### src/rtl/ctrl_pkg.sv
// ctrl_pkg: shared encodings for the multicycle controller
package ctrl_pkg;
  typedef enum logic [2:0] {
    S_IDLE   = 3'd0,
    S_FETCH  = 3'd1,
    S_DECODE = 3'd2,
    S_EXEC   = 3'd3,
    S_MEM    = 3'd4,
    S_WB     = 3'd5,
    S_HALT   = 3'd6
  } state_e;
  typedef enum logic [3:0] {
    CL_ALU, CL_LOAD, CL_LUI, CL_STORE, CL_BR, CL_J, CL_JAL, CL_JR, CL_ILL
  } class_e;
  localparam logic [2:0] ALU_ADD  = 3'd0;
  localparam logic [2:0] ALU_SUB  = 3'd1;
  localparam logic [2:0] ALU_AND  = 3'd2;
  localparam logic [2:0] ALU_NOR  = 3'd3;
  localparam logic [2:0] ALU_OR   = 3'd4;
  localparam logic [2:0] ALU_SLT  = 3'd5;
  localparam logic [2:0] ALU_PASS = 3'd6;
  localparam logic [1:0] PC_INC4 = 2'd0;
  localparam logic [1:0] PC_BR   = 2'd1;
  localparam logic [1:0] PC_JMP  = 2'd2;
  localparam logic [1:0] PC_REG  = 2'd3;
  localparam logic [1:0] WD_ALU  = 2'd0;
  localparam logic [1:0] WD_MEM  = 2'd1;
  localparam logic [1:0] WD_LINK = 2'd2;
  localparam logic [5:0] OP_ADDI = 6'd6;
  localparam logic [5:0] OP_SUBI = 6'd7;
  localparam logic [5:0] OP_ANDI = 6'd8;
  localparam logic [5:0] OP_ORI  = 6'd9;
  localparam logic [5:0] OP_SLTI = 6'd10;
  localparam logic [5:0] OP_LB   = 6'd11;
  localparam logic [5:0] OP_LW   = 6'd13;
  localparam logic [5:0] OP_LUI  = 6'd14;
  localparam logic [5:0] OP_SW   = 6'd17;
  localparam logic [5:0] OP_BGEZ = 6'd20;
  localparam logic [5:0] OP_J    = 6'd21;
  localparam logic [5:0] OP_JAL  = 6'd22;
  localparam logic [5:0] OP_JR   = 6'd23;
  typedef struct packed {
    logic       ir_load;
    logic       pc_inc;
    logic       pc_write;
    logic       br_en;
    logic [1:0] pc_src;
    logic [2:0] alu_op;
    logic       alu_src_imm;
    logic       mem_read;
    logic       mem_write;
    logic [1:0] byte_idx;
    logic       reg_write;
    logic       link_r31;
    logic [1:0] wd_src;
    logic       instr_done;
    logic       illegal;
  } ctrl_out_t;
  // byte/half/word loads and stores share low opcode bits 11/00/01
  function automatic logic [1:0] size_last(input logic [1:0] lo);
    return lo == 2'b11 ? 2'd0 : lo == 2'b00 ? 2'd1 : 2'd3;
  endfunction
endpackage

### src/rtl/ctrl_decode.sv
// ctrl_decode: opcode to class, last byte index and alu_op
module ctrl_decode
  import ctrl_pkg::*;
(
  input  logic [5:0] opcode_i,
  output class_e     cls_o,
  output logic [1:0] last_o,
  output logic [2:0] alu_op_o,
  output logic       imm_o
);
  assign imm_o = opcode_i >= OP_ADDI && opcode_i <= OP_SW;
  always_comb begin
    cls_o = CL_ILL;
    last_o = 2'd0;
    alu_op_o = ALU_ADD;
    if (opcode_i < OP_ADDI) begin
      cls_o = CL_ALU;
      alu_op_o = opcode_i[2:0];
    end else if (opcode_i <= OP_SLTI) begin
      cls_o = CL_ALU;
      alu_op_o = opcode_i == OP_SUBI ? ALU_SUB : opcode_i == OP_ANDI ? ALU_AND :
                 opcode_i == OP_ORI ? ALU_OR : opcode_i == OP_SLTI ? ALU_SLT : ALU_ADD;
    end else if (opcode_i <= OP_LW) begin
      cls_o = CL_LOAD;
      last_o = size_last(opcode_i[1:0]);
    end else if (opcode_i == OP_LUI) begin
      cls_o = CL_LUI;
      alu_op_o = ALU_PASS;
    end else if (opcode_i <= OP_SW) begin
      cls_o = CL_STORE;
      last_o = size_last(opcode_i[1:0]);
    end else if (opcode_i <= OP_BGEZ) begin
      cls_o = CL_BR;
      alu_op_o = ALU_SUB;
    end else if (opcode_i == OP_J) begin
      cls_o = CL_J;
    end else if (opcode_i == OP_JAL) begin
      cls_o = CL_JAL;
    end else if (opcode_i == OP_JR) begin
      cls_o = CL_JR;
    end
  end
endmodule

### src/rtl/multicycle_ctrl.sv
// multicycle_ctrl: byte-serial fetch/decode/exec/mem/wb control FSM
module multicycle_ctrl
  import ctrl_pkg::*;
#(
  parameter bit HALT_ON_ILLEGAL = 1'b1
) (
  input  logic       clk,
  input  logic       rst,
  input  logic       run,
  input  logic [5:0] opcode,
  input  logic       br_cond,
  output logic       ir_load,
  output logic       pc_inc,
  output logic       pc_write,
  output logic [1:0] pc_src,
  output logic [2:0] alu_op,
  output logic       alu_src_imm,
  output logic       mem_read,
  output logic       mem_write,
  output logic [1:0] byte_idx,
  output logic       reg_write,
  output logic       link_r31,
  output logic [1:0] wd_src,
  output logic       instr_done,
  output logic       illegal,
  output logic [2:0] state
);
  state_e     state_q, state_d, resume;
  logic [1:0] cnt_q, cnt_d, last;
  logic [5:0] op_q, op_d;
  ctrl_out_t  out_q, out_d;
  class_e     cls;
  logic [2:0] dec_alu;
  logic       dec_imm;
  // in DECODE the live opcode drives everything; afterwards the latched copy
  assign op_d = state_q == S_DECODE ? opcode : op_q;
  assign resume = run ? S_FETCH : S_IDLE;
  ctrl_decode u_dec (
    .opcode_i (op_d),
    .cls_o    (cls),
    .last_o   (last),
    .alu_op_o (dec_alu),
    .imm_o    (dec_imm)
  );
  always_ff @(posedge clk or posedge rst) begin
    if (rst) begin
      state_q <= S_IDLE;
      cnt_q <= 2'd0;
      op_q <= 6'd0;
      out_q <= '0;
    end else begin
      state_q <= state_d;
      cnt_q <= cnt_d;
      op_q <= op_d;
      out_q <= out_d;
    end
  end
  always_comb begin
    state_d = state_q;
    cnt_d = 2'd0;
    case (state_q)
      S_IDLE:   state_d = resume;
      S_FETCH: begin
        state_d = cnt_q == 2'd3 ? S_DECODE : S_FETCH;
        cnt_d = cnt_q + 2'd1;
      end
      S_DECODE: state_d = cls != CL_ILL ? S_EXEC : HALT_ON_ILLEGAL ? S_HALT : resume;
      S_EXEC:   state_d = (cls == CL_ALU || cls == CL_LUI) ? S_WB :
                          (cls == CL_LOAD || cls == CL_STORE) ? S_MEM : resume;
      S_MEM: begin
        state_d = cnt_q != last ? S_MEM : cls == CL_LOAD ? S_WB : resume;
        cnt_d = cnt_q == last ? 2'd0 : cnt_q + 2'd1;
      end
      S_WB:     state_d = resume;
      S_HALT:   state_d = S_HALT;
      default:  state_d = S_IDLE;
    endcase
  end
  // outputs are computed for the upcoming state and registered with it
  always_comb begin
    out_d = '0;
    out_d.ir_load = state_d == S_FETCH;
    out_d.pc_inc = state_d == S_DECODE;
    out_d.illegal = state_d == S_HALT;
    out_d.byte_idx = (state_d == S_FETCH || state_d == S_MEM) ? cnt_d : 2'd0;
    if (state_d inside {S_EXEC, S_MEM, S_WB}) begin
      out_d.alu_op = dec_alu;
      out_d.alu_src_imm = dec_imm;
    end
    if (state_d == S_EXEC) begin
      out_d.br_en = cls == CL_BR;
      out_d.pc_write = cls inside {CL_J, CL_JAL, CL_JR};
      out_d.pc_src = cls == CL_BR ? PC_BR : cls == CL_JR ? PC_REG :
                     (cls == CL_J || cls == CL_JAL) ? PC_JMP : PC_INC4;
      out_d.reg_write = cls == CL_JAL;
      out_d.link_r31 = cls == CL_JAL;
      out_d.wd_src = cls == CL_JAL ? WD_LINK : WD_ALU;
      out_d.instr_done = cls inside {CL_BR, CL_J, CL_JAL, CL_JR};
    end
    if (state_d == S_MEM) begin
      out_d.mem_read = cls == CL_LOAD;
      out_d.mem_write = cls == CL_STORE;
      out_d.instr_done = cls == CL_STORE && cnt_d == last;
    end
    if (state_d == S_WB) begin
      out_d.reg_write = 1'b1;
      out_d.wd_src = cls == CL_LOAD ? WD_MEM : WD_ALU;
      out_d.instr_done = 1'b1;
    end
  end
  assign ir_load = out_q.ir_load;
  assign pc_inc = out_q.pc_inc;
  // the comparator result only exists during EXEC, so it gates the registered branch enable
  assign pc_write = out_q.pc_write | (out_q.br_en & br_cond);
  assign pc_src = out_q.pc_src;
  assign alu_op = out_q.alu_op;
  assign alu_src_imm = out_q.alu_src_imm;
  assign mem_read = out_q.mem_read;
  assign mem_write = out_q.mem_write;
  assign byte_idx = out_q.byte_idx;
  assign reg_write = out_q.reg_write;
  assign link_r31 = out_q.link_r31;
  assign wd_src = out_q.wd_src;
  assign instr_done = out_q.instr_done |
                      (state_q == S_DECODE && cls == CL_ILL && !HALT_ON_ILLEGAL);
  assign illegal = out_q.illegal;
  assign state = state_q;
endmodule

### config.mk
export PLATFORM = sky130hd
export DESIGN_NAME = multicycle_ctrl
export DESIGN_NICKNAME = d
export VERILOG_FILES = /design/src/rtl/ctrl_pkg.sv /design/src/rtl/ctrl_decode.sv /design/src/rtl/multicycle_ctrl.sv
export SDC_FILE = /design/constraint.sdc
export NUM_CORES = 1
export LEC_CHECK = 0
export CELL_PAD_IN_SITES_DETAIL_PLACEMENT = 0
export CELL_PAD_IN_SITES_GLOBAL_PLACEMENT = 1
export CORE_ASPECT_RATIO = 1.2
export CORE_MARGIN = 3
export CORE_UTILIZATION = 44
export DETAILED_ROUTE_END_ITERATION = 16
export PLACE_DENSITY = 0.94
export SLEW_MARGIN = 20
export SYNTH_ARGS = -nofsm -noshare
export SYNTH_HDL_FRONTEND = slang
export SYNTH_SLANG_ARGS = --single-unit
export TNS_END_PERCENT = 30
### constraint.sdc
create_clock -name clk -period 6.67 [get_ports clk]
set_clock_uncertainty 0.2 [all_clocks]
set_input_delay 0.667 -clock clk [delete_from_list [all_inputs] [get_ports clk]]
set_output_delay 0.667 -clock clk [all_outputs]
set_load 0.01 [all_outputs]
# ---- Word-level counts from Yosys, hierarchy flattened
# Cells that the tools add are included.
dict set report totals {
  regBits 31
  latchBits 0
  ramBits 0
  rom_bits 0
  input_bits 10
  output_inout_bits 22
  elab_cells 123
  mem_count 0
}
dict set report classes {
  add_sub_neg 1
  n_mul 0
  div_mod_pow 0
  order_cmp 6
  n_eq_ne 33
  shift 0
  n_mux 50
  bitwise 2
  reduce_logical 13
}
# op count
set ops {}
lappend ops {{3-bit two-way mux} 15}
lappend ops {{4-bit two-way mux} 11}
lappend ops {{2-bit two-way mux} 15}
lappend ops {{6-bit by 4-bit == test with 1-bit output (second input constant)} 4}
lappend ops {{3-bit == test (second input constant)} 6}
lappend ops {{6-bit by 5-bit == test with 1-bit output (second input constant)} 3}
lappend ops {{3-bit one-hot mux with 6 select lines} 1}
lappend ops {{4-bit by 3-bit == test with 1-bit output (second input constant)} 4}
lappend ops {{3-bit by 2-bit == test with 1-bit output (second input constant)} 4}
lappend ops {{6-bit by 4-bit less-or-equal comparator with 1-bit output (second input constant)} 2}
lappend ops {{6-bit by 5-bit less-or-equal comparator with 1-bit output (second input constant)} 2}
lappend ops {{4-bit by 2-bit == test with 1-bit output (second input constant)} 2}
lappend ops {{3-bit by 1-bit == test with 1-bit output (second input constant)} 2}
lappend ops {{6-bit by 3-bit == test with 1-bit output (second input constant)} 1}
lappend ops {{6-bit by 3-bit greater-or-equal comparator with 1-bit output (second input constant)} 1}
lappend ops {{6-bit by 3-bit less-than comparator with 1-bit output (second input constant)} 1}
lappend ops {{6-bit two-way mux} 1}
lappend ops {{3-bit nonzero test} 2}
lappend ops {{1-bit two-way mux} 5}
lappend ops {{5-bit two-way mux} 1}
lappend ops {{2-bit == test} 2}
lappend ops {{2-bit == test (second input constant)} 2}
lappend ops {{4-bit by 1-bit == test with 1-bit output (second input constant)} 1}
lappend ops {{4-bit zero test} 1}
lappend ops {{other kinds (12)} 16}

# ---- Depth between registers and ports, before layout
dict set report depth {
  ltp_word 21
  mapped_depth 15
  mapped_depth_nobuf 12
}

# ---- By module
# From an unflattened synthesis, not the netlist that was laid out.
dict set report unflattened {
  cells_unflattened 173
  hier_area_um2 1781.7
}
# module n_inst cells_per_inst area_each_um2 seq_area_each_um2
set modules_own_cells {}
lappend modules_own_cells {multicycle_ctrl 1 120 1435.1 775.7}
lappend modules_own_cells {ctrl_decode 1 53 346.6 0.0}

# ---- Worst setup path before layout
# Ideal clock, no wire load.
dict set report synth_timing {
  kind {register to register}
  from {register state_q[0] (netlist: state[0])}
  to {register out_q, in the netlist byte_idx[0]}
  setup_ns 0.133
  arrival_ns 3.699
  required_time_ns 6.337
  path_slack_ns 2.638
  path_stages_with_launch 16
  path_buffers 3
  period_less_slack_ns 4.032
  cell_sequence {dfrtp_1 clkbuf_1 nor3b_2 buf_2 mux2_2 inv_1 ha_1 buf_2 nor2_1 o31ai_1 a22oi_2 or4_4 a311oi_4 nor2_2 mux2i_1 nor3_1}
}
# element line_no
set synth_lines {}
lappend synth_lines {{from (decl)} multicycle_ctrl.sv:28} ;# state_e state_q, state_d, resume;
lappend synth_lines {{from (signal assigned)} multicycle_ctrl.sv:52} ;# state_q <= state_d;
lappend synth_lines {{to (signal assigned)} multicycle_ctrl.sv:55} ;# out_q <= out_d;
lappend synth_lines {{to (decl)} multicycle_ctrl.sv:31} ;# ctrl_out_t out_q, out_d;

==> results.tsv <==
metric	value	unit
initial_core_util	46.07	%
hold_depth	2	
finalCriticalPeriod	4646	ps
first_pass_iters	4	
min_period_over_period	69.65	%
final_cell_area	0.002384	mm²
dieArea	0.005340	mm²
dpl_cell_area	0.002266	mm²
fmax	0.2152	GHz
clk_path_buf_depth	2	
yosysUniqueCellTypes	57	
hold_viol_final	0	
status	completed	
rr_worst_depth	12	
p_leak	1.035	nW
start_kind	flop	
fp.dieH	79.45	µm
ir_drop	0.2755	mV
yosysWarnings	0	
drive_gt1_share	12.08	%
drt_iter0_drc	106	
finalSetupViolCount	0	
pin_count	32	
synth-async-reset-ratio	100.0	%
holdCritStartpoint	op_q[5]	
vias	1686	
syn_area	0.001978	mm²
gr-usage-all-layers	18.61	%
slowest_delay	790	ps
num_rows	26	
drv_slew	0	
cts_setup_buffers	0	
antenna_found_initial	0	
timing.slew.headroom	40.47	%
syn-num-nets	229	
drtAntennaViolNets	0	
cts_buffers	5	
path_cells	nor3b_2, mux2_2, inv_1, ha_1, nor2_1, o31ai_1, a22oi_2, or4_4, a311oi_4, nor2_2, mux2i_1, nor3_1	
holdBufCountCts	0	
worst-r2r-setup-slack	2020	ps
min_delay_worst_endpoint	op_q[5]	
fin_tns_setup	0	ps
portBuffers	31	
cts_root_buf	clkbuf_8	
drc	0	
r2r_end	byte_idx[0]	
h-tree-depth	2	
synth.avg_cell_area	9.244	µm²
dieWidth	67.21	µm
routabilityCongestion	0.9465	
grt_pass1_wl	7500	µm
cts_resized	0	
wl_per_cell	15.22	µm
cts.sinks	31	
worstMarginPinSlew	889.1	ps
grt_max_degree	32	
crit_path_max_fanout	14	
slowest_stage	nor3b_2	
via_per_inst	5.696	
end_kind	flop	
cp.required	6620	ps
syn_inst	214	
path_clk_slew	70	ps
hold_path.class	reg -> reg	
crit_type	reg -> reg	
p_per_area	480.3	mW/mm²
cp.arrival	4600	ps
regToRegStartpoint	state[1]	
hpwl	3520	µm
tritoncts	yes	
grt_pass1_vias	1617	
n_fill_cell	411	
fin_hold_ws	398.6	ps
final_net_count	254	
overflow	0	
yosys_most_used_dff	dfrtp_1	
clock_latency	280	ps
synth_edf_count	0	
area_growth	20.49	%
maxCapViolations	0	
antenna_cells	0	
core-area	0.004294	mm²
synth-seq-cells	31	
drt-total-wl	4505	µm
rsz0062_at_grt	no	
ys_seq_area_share	39.22	%
## report_power, final
group | internal (mW) | switching [mW] | total, mW
clock | 0.121 | 0.0709 | 0.192
sequential | 0.239 | 0.0594 | 0.299
combinational | 0.259 | 0.396 | 0.655
## flip-flops by register name (all words and copies together) (netlist names)
signal	flops
byte_idx	2
state	3
wd_src	2
mem_read	1
out_q	2
mem_write	1
reg_write	1
cnt_q	2
pc_inc	1
alu_op	3
pc_src	2
illegal	1
ir_load	1
instr_done	1
link_r31	1
alu_src_imm	1
op_q	6
## worst max-delay path: cells and delay by family (launching register included)
kind                     cells  cell delay, ps
multiplexers                 2             700
AO/OA/AOI/OAI                3            1000
AND/OR/NAND/NOR              5            1700
buffers and inverters        1             100
flip-flops                   1             500
adder cells (fa/ha/maj)      1             310
## cells in the final DEF (no fill, tap or decap), types with 3 or more instances in the layout
cell type	synthesis	layout
dfrtp_1	31	31
clkdlybuf4s50_1	0	31
nand2_1	21	21
nor2_1	21	21
inv_1	13	13
a21oi_1	12	12
nor3_1	11	11
nand3_1	10	10
clkbuf_8	0	6
mux2i_1	5	5
o21ai_0	5	5
nor3b_1	5	5
ha_1	5	5
a211oi_1	4	4
a21o_1	3	3
nand2b_1	3	3
nor4_1	3	3
a31oi_1	3	3
## per-stage QoR
stage / power [mW] / utilization, % / instances / worst slack (ps)
after floorplan: 0.7844 / - / 214 / 2638
final: 1.145 / 55.51 / 296 / 2024
after CTS: 1.146 / 55.51 / 296 / 2091
after detailed placement: 0.9502 / 52.77 / 288 / 2102
after global routing: 1.242 / 55.51 / 296 / 1737
after global placement: 0.9445 / 52.77 / 288 / 2254
## area by class of cell
cell class / instances / area (µm²) / share of cell area [%]
multi-input cells: 155 / 1050 / 44.04
repair buffers: 32 / 317.8 / 13.33
clock inverters: 2 / 35.03 / 1.470
inverters: 14 / 52.55 / 2.205
flip-flops and latches: 31 / 775.7 / 32.55
clock buffers: 6 / 82.58 / 3.465
well taps: 56 / 70.07 / 2.940
## per-layer routing
metal / GRT usage [%] / routed length [µm]
met3: 4.648 / 265
met2: 32.45 / 2302
met1: 21.26 / 1789
met4: 7.505 / 147
met5: 0 / 0
## how the worst max path moves through the flow
stage,cells after the start,start,to,slack (ps)
global placement,11,state[1],byte_idx[1],2250
finish,12,state[1],byte_idx[0],2020
global route,12,state[1],byte_idx[0],1740
CTS,12,state[1],byte_idx[0],2090
floorplan,15,state[0],byte_idx[0],2640
detailed placement,12,state[1],byte_idx[1],2100
## synth_stat cells, drive strengths merged, types with 2 or more instances
cell    number  area [µm²]
a211oi       5       42.54
a21o         3       22.52
a21oi       13       68.82
nand3       10       50.05
ha           5       62.56
nor4         3       18.77
nor3b        6       50.05
buf         13       96.34
nor2        23       91.34
and2         2       12.51
nand2b       3       18.77
nor3        12       65.06
mux2i        5       50.05
nand4        3       25.02
o211ai       2       20.02
o31ai        3       36.28
or4          2       18.77
a31oi        4       31.28
nand2       21       78.83
dfrtp       31       775.7
a32oi        2       17.52
o32ai        2       17.52
o21ai        7       35.03
inv         14       52.55
mux2         2       22.52
## cells by family after synthesis
logic type      share of synthesized area [%]
fa+ha+maj                               3.163
flops                                   39.22
simple gates                            23.09
compound gates                          22.71
xor+xnor                               0.4428
mux                                     3.669
buf+inv                                 7.716
(Power assumes the default switching activity.)
